### config.mk
export PLATFORM = sky130hd
export DESIGN_NAME = ni_packetizer
export DESIGN_NICKNAME = d
export VERILOG_FILES = /design/src/rtl/noc_pkg.sv /design/src/rtl/ni_flit_mux.sv /design/src/rtl/ni_packetizer.sv
export SDC_FILE = /design/constraint.sdc
export NUM_CORES = 1
export LEC_CHECK = 0
export CORE_MARGIN = 3
export CORE_UTILIZATION = 31
export CTS_CLUSTER_DIAMETER = 30
export CTS_CLUSTER_SIZE = 30
export DETAILED_ROUTE_END_ITERATION = 7
export DONT_BUFFER_PORTS = 1
export PLACE_DENSITY = 0.49
export SLEW_MARGIN = 10
export SYNTH_ARGS = -nofsm -noshare
export SYNTH_HDL_FRONTEND = slang
export SYNTH_SLANG_ARGS = --single-unit
### constraint.sdc
create_clock -name clk -period 4.8 [get_ports clk]
set_input_delay 0.48 -clock clk [delete_from_list [all_inputs] [get_ports clk]]
set_output_delay 0.48 -clock clk [all_outputs]
set_load 0.03 [all_outputs]
### src/rtl/noc_pkg.sv
// noc_pkg: flit encoding constants and NI packetizer FSM state shared by the NI transmit path.
package noc_pkg;
  localparam int FLIT_W = 8;
  localparam int CHUNK_W = 6;
  localparam logic [1:0] FLIT_HEAD = 2'b01;
  localparam logic [1:0] FLIT_BODY = 2'b00;
  localparam logic [1:0] FLIT_TAIL = 2'b10;
  typedef enum logic [1:0] {IDLE, HEAD, BODY} ni_state_e;
endpackage

### src/rtl/ni_flit_mux.sv
// ni_flit_mux: combinational formatter selecting the current flit from FSM state, body counter and latched fields.
// Ports: state, cnt select the flit; vc, src, dest, data are the latched packet fields; flit is the formatted flit (0 in IDLE).
// NI_CHECKSUM_EN: cnt == BODY_FLITS selects an XOR-of-chunks check flit, which becomes the tail.
module ni_flit_mux
  import noc_pkg::*;
#(
  parameter int BODY_FLITS = 4,
  parameter int NODE_W = 2
) (
  input  ni_state_e                     state,
  input  logic [3:0]                    cnt,
  input  logic                          vc,
  input  logic [NODE_W-1:0]             src,
  input  logic [NODE_W-1:0]             dest,
  input  logic [CHUNK_W*BODY_FLITS-1:0] data,
  output logic [FLIT_W-1:0]             flit
);
  logic [CHUNK_W-1:0] chunk;
  logic [FLIT_W-1:0] payload;
  always_comb begin
    chunk = '0;
    for (int i = 0; i < BODY_FLITS; i++)
      if (cnt == 4'(i)) chunk = data[CHUNK_W*i +: CHUNK_W];
  end
`ifdef NI_CHECKSUM_EN
  logic [CHUNK_W-1:0] csum;
  always_comb begin
    csum = '0;
    for (int i = 0; i < BODY_FLITS; i++)
      csum ^= data[CHUNK_W*i +: CHUNK_W];
  end
  assign payload = cnt == 4'(BODY_FLITS) ? {FLIT_TAIL, csum} : {FLIT_BODY, chunk};
`else
  assign payload = {cnt == 4'(BODY_FLITS - 1) ? FLIT_TAIL : FLIT_BODY, chunk};
`endif
  assign flit = state == IDLE ? '0
              : state == HEAD ? {FLIT_HEAD, vc, 1'b0, src[1:0], dest[1:0]}
              : payload;
endmodule

### src/rtl/ni_packetizer.sv
// ni_packetizer: NI transmit side; accepts one processor message per handshake and injects it as head/body/tail flits.
// Ports: clk, rst (sync, active-high); src_node static node address; proc_valid/proc_dest/proc_data/proc_ready
// message handshake; noc_ready router flow control; flit_out/flit_valid injected flit; vc_id packet VC tag;
// busy packet in flight; pkt_count completed packets (wraps).
// NI_CHECKSUM_EN: appends an XOR check flit as the tail, making every payload flit a body flit.
module ni_packetizer
  import noc_pkg::*;
#(
  parameter int BODY_FLITS = 4,
  parameter int NODE_W = 2,
  localparam int PAYLOAD_W = 6 * BODY_FLITS
) (
  input  logic                 clk,
  input  logic                 rst,
  input  logic [NODE_W-1:0]    src_node,
  input  logic                 proc_valid,
  input  logic [NODE_W-1:0]    proc_dest,
  input  logic [PAYLOAD_W-1:0] proc_data,
  output logic                 proc_ready,
  input  logic                 noc_ready,
  output logic [7:0]           flit_out,
  output logic                 flit_valid,
  output logic                 vc_id,
  output logic                 busy,
  output logic [15:0]          pkt_count
);
`ifdef NI_CHECKSUM_EN
  localparam logic [3:0] LAST = 4'(BODY_FLITS);
`else
  localparam logic [3:0] LAST = 4'(BODY_FLITS - 1);
`endif
  ni_state_e state, state_nxt;
  logic [3:0] cnt;
  logic [NODE_W-1:0] dest_q;
  logic [PAYLOAD_W-1:0] data_q;
  logic done;
  assign proc_ready = state == IDLE;
  assign flit_valid = state != IDLE;
  assign busy = state != IDLE;
  assign done = state == BODY && noc_ready && cnt == LAST;
  always_comb begin
    state_nxt = state;
    case (state)
      IDLE: state_nxt = proc_valid ? HEAD : IDLE;
      HEAD: state_nxt = noc_ready ? BODY : HEAD;
      BODY: state_nxt = done ? IDLE : BODY;
      default: state_nxt = IDLE;
    endcase
  end
  always_ff @(posedge clk) begin
    if (rst) begin
      state <= IDLE;
      cnt <= '0;
      vc_id <= 1'b0;
      pkt_count <= '0;
      dest_q <= '0;
      data_q <= '0;
    end else begin
      state <= state_nxt;
      cnt <= state != BODY || done ? 4'd0 : noc_ready ? cnt + 4'd1 : cnt;
      if (proc_ready && proc_valid) begin
        dest_q <= proc_dest;
        data_q <= proc_data;
      end
      if (done) begin
        pkt_count <= pkt_count + 16'd1;
        vc_id <= ~vc_id;
      end
    end
  end
  ni_flit_mux #(.BODY_FLITS(BODY_FLITS), .NODE_W(NODE_W)) u_mux (
    .state(state),
    .cnt(cnt),
    .vc(vc_id),
    .src(src_node),
    .dest(dest_q),
    .data(data_q),
    .flit(flit_out)
  );
endmodule

# --- Word-level counts from Yosys, hierarchy flattened ---
# Cells that the tools add are included.
op_classes:
  addsub: 2
  muxes: 11
  n_eq_ne: 6
  reduce_logical: 8
  n_bitwise: 1
op_table:
  columns: ["operator", "n"]
  rows:
  - ["6-bit 2-to-1 mux", 4]
  - ["16-bit by 1-bit adder with 16-bit output (second input constant)", 1]
  - ["8-bit 2-to-1 mux", 2]
  - ["4-bit by 2-bit equality test with 1-bit output (second input constant)", 2]
  - ["2-bit 2-to-1 mux", 3]
  - ["2-bit case mux with 3 select lines", 1]
  - ["4-bit by 1-bit adder with 4-bit output (second input constant)", 1]
  - ["4-bit by 1-bit equality test with 1-bit output (second input constant)", 1]
  - ["4-bit zero test", 1]
  - ["1-bit logical AND", 3]
  - ["2-bit by 1-bit equality test with 1-bit output (second input constant)", 1]
  - ["2-bit equality test (second input constant)", 1]
  - ["2-bit zero test", 1]
  - ["2-bit inequality test (second input constant)", 1]
  - ["2-bit nonzero test", 1]
  - ["2-bit OR reduction", 1]
  - ["1-bit logical OR", 1]
  - ["1-bit 2-to-1 mux", 1]
  - ["1-bit NOT", 1]
totals:
  out_inout_bits: 28
  inputBits: 32
  ff_bits: 49

# --- Logic depth before layout (Yosys ltp) ---
logic_depth:
  depth_word: 7
  depth_mapped: 7
  mapped_depth_nobuf: 6

# --- Cells and area by module ---
# A second synthesis with hierarchy kept.
unflattened:
  hier_cells: 279
  area_unflattened_um2: 2197.1
modules_own_cells:
  columns: ["mod", "n_inst", "area_each_um2", "cells_per_inst"]
  rows:
  - ["ni_packetizer", 1, 1908.1, 232]
  - ["ni_flit_mux", 1, 289.0, 47]

# --- Worst setup path after synthesis ---
# Ideal clock, no wire load.
synth_path:
  path_type: "reg2out"
  start: "register cnt[1]"
  end: "output flit_out[1]"
  stages_incl_launch_ff: 8
  path_slack_ps: 2502
  required_time_ps: 4320
  t_arrival_ps: 1818
  n_path_buf: 1
  path_cell_list: "dfxtp_1 inv_1 ha_1 clkbuf_1 nand3b_1 a21oi_1 a21oi_1 o21ai_0"
synth_via:
  elab_chain_len: 7
synth_rtl:
  columns: ["element", "line", "source"]
  rows:
  - ["start, declared", "ni_packetizer.sv:33", "logic [3:0] cnt;"]
  - ["start signal, assigned", "ni_packetizer.sv:60", "cnt <= state != BODY || done ? 4'd0 : noc_ready ? cnt + 4'd1 : cnt;"]
  - ["4-bit zero test", "ni_flit_mux.sv:23", "if (cnt == 4'(i)) chunk = data[CHUNK_W*i +: CHUNK_W];"]
  - ["6-bit 2-to-1 mux (3 in series)", "ni_flit_mux.sv:23", null]
  - ["6-bit 2-to-1 mux (*)", "ni_flit_mux.sv:23", null]
  - ["8-bit 2-to-1 mux (*)", "ni_flit_mux.sv:37", ": state == HEAD ? {FLIT_HEAD, vc, 1'b0, src[1:0], dest[1:0]}"]
  - ["8-bit 2-to-1 mux (*)", "ni_flit_mux.sv:36", "assign flit = state == IDLE ? '0"]
  - ["end, declared", "ni_packetizer.sv:21", "output logic [7:0] flit_out,"]
# Mark *: on every way between the ends. The rest lies on a longest branch, timed or not.

# --- Final worst setup path ---
layout_path:
  start: "register cnt[1]"
  end: "output flit_out[0]"
# Same word-level chain as after synthesis.

==> metrics.txt <==
Max Root-Sink Buffers=2; RePlAce Congestion=0.734; Mapped Nets=321; DIE AREA=8190 um2; Distinct cells, synth=31; setup TNS=0 ns; Leakage=0.768 nW; most common cell after layout, fill and taps aside=nand2_1; Die X-Extent=90.5 um; Clock Skew=0.00735 ns; Crit. Startpoint=cnt[1]; cell family with most CP delay=compound AO/OA/AOI/OAI gates; hold_ws=0.234 ns; pin count of the biggest net entering global routing=49; routed len/inst=14.8 um; Starting Density=32.2%; worst path bufs/invs=1; Slew Viols, Final=0; Worst Hold Class=input pin to flop; register area share after synthesis=44.3%; most frequent cells in the layout=nand2_1 (67), dfxtp_1 (49), a21oi_1 (46); period utilisation layout=57.3%; CP Max Fanout=12; outcome=complete, no violations; Worst-Margin Slew=1.10 ns; RSZ-0062 raised after global routing=false; endpoint class of the critical path=primary output; Via density=4.93; worst setup margin=2.05 ns; register bit total from synthesis=49; Final min period=2.75 ns; Port Buffers=0; Clock transition at path regs=0.09 ns; depth of the CTS H-tree=2; clock root cell=clkbuf_8; WP data arrival=2.27 ns; # rows=30; share of layout cells above drive strength 1=3.65%; Post-synth EDFFs=0; Diodes inserted=0; synthesized netlist cell count=284; cts hold-fix bufs=0; max incr delay on CP=0.78 ns; Layout fillers=743; vias in the first global route=1774; vias=1823; global route total overflow=0; hold_sp=rst; critical path class=flop to primary output; Hold Fails Final Rpt=0; Antenna Violating Nets Remaining=0; mapped cell area=2210 um2; critical-path cell list=inv_1 > ha_1 > nand3b_1 > a21oi_1 > a21oi_1 > o21ai_0; IO Pins=60; pwr/cell area=319 nW/um2; Synth-to-Final Area Change=5.99%; first-pass GRT wire length=8850 um; Primary FF master, synth=dfxtp_1; final setup fails=0; CP max-delay cell=o21ai_0; first-pass iteration count of the detailed router=4; DP Worst Slack=2.36 ns; initial antenna violation count=0; Post-CTS Setup Inserts=0; CP startpoint kind=flop; CTS tree=yes; clk sinks=49; final wirelength=5480 um; Inserted Clock Buffers=5; DP HPWL=3880 um; drt drc=0; Max Cap Viol=0; most frequent CP cell=a21oi_1; Layout Nets=310; Starting DRT DRC Count=74; Fmax=0.363 GHz; Clock Latency Late Sink=0.31 ns; async set or reset register ratio after synthesis=0%; syn avg cell area=7.79 um2; Chip Height=90.5 um; maximum vdd drop=0.130 mV; Core Box Area=6870 um2; synth warn=0; RR Startpoint=cnt[0]; PostCTS Resize Cnt=0; Relative slew margins=26.6%; WP data required=4.32 ns; Total Routing Usage GR=13.5%
cell type report:
class / instances / area [um2] / share of cell area (%)
Sequential cell: 49 / 981 / 41.8
Clock buffer: 5 / 68.8 / 2.93
Clock inverter: 3 / 21.3 / 0.907
Multi-Input combinational cell: 211 / 1130 / 48.3
Tap cell: 96 / 120 / 5.12
Inverter: 6 / 22.5 / 0.960
routing by layer:
layer / routed length (um) / vias up / track usage (%)
met1: 2540 / 830 / 17.3
li1: - / 936 / -
met5: 0 / - / 0
met3: 405 / 5 / 4.83
met2: 2480 / 52 / 21.4
met4: 61 / 0 / 3.83
power breakdown:
part | leakage [nW] | internal (mW) | total, mW | switching (mW)
combinational | 0.324 | 0.0190 | 0.0648 | 0.0459
sequential | 0.399 | 0.423 | 0.433 | 0.0106
clock | 0.0445 | 0.104 | 0.249 | 0.146
total | 0.768 | 0.545 | 0.747 | 0.202
flip-flops by register name (all words and copies together), names as in the netlist:
| register | count |
|---|---|
| cnt | 4 |
| data_q | 24 |
| dest_q | 2 |
| pkt_count | 16 |
| state | 2 |
| vc_id | 1 |
kinds of logic (layout without fill, tap and decap cells):
family,Yosys count,in the layout,synth area share [%]
buffers and inverters,24,14,4.52
adders and majority gates,5,5,2.83
DFF,49,49,44.3
muxes,2,2,0.961
and+or+nand+nor,129,129,27.6
xor gates and xnor gates,12,12,4.75
AOI/OAI and AO/OA,63,63,15.0
synth_stat cells (all sizes together), types with 4 or more instances:
| master | count | area share (%) |
|---|---|---|
| ha | 5 | 2.8 |
| dfxtp | 49 | 44 |
| buf | 4 | 1.1 |
| nand3 | 7 | 1.6 |
| clkbuf | 14 | 2.4 |
| a22oi | 5 | 1.7 |
| nand3b | 9 | 3.1 |
| or3 | 6 | 1.7 |
| o21ai | 11 | 2.5 |
| xnor2 | 7 | 2.8 |
| nor3 | 4 | 0.90 |
| a21oi | 46 | 10 |
| xor2 | 5 | 2.0 |
| inv | 6 | 1.0 |
| nor2 | 17 | 2.9 |
| nand2 | 67 | 11 |
per-stage QoR:
step / cell area, um2 / instances / power (mW) / util [%]
global route: 2350 / 370 / 0.783 / 34.2
finish: 2350 / 370 / 0.747 / 34.2
CTS: 2350 / 370 / 0.763 / 34.2
detailed placement: 2260 / 362 / 0.509 / 32.8
global placement: 2260 / 362 / 0.509 / 32.8
floorplan: 2210 / 284 / 0.502 / -
path summary, 6_finish.rpt:
path	end	slack, ns	depth (start not counted)
hold reg to reg	dest_q[1]	0.45	2
setup reg to reg	pkt_count[9]	2.51	5
hold / removal	pkt_count[7]	0.23	1
setup / recovery	flit_out[0]	2.05	6
worst register-to-register path: cells and delay by family (launching register included):
kind / cells / cell delay [ns]
AND/OR/NAND/NOR: 3 / 1.42
flip-flops: 1 / 0.42
adder cells (fa/ha/maj): 1 / 0.25
AO/OA/AOI/OAI: 1 / 0.14
Power figures use the tool's default switching activity.
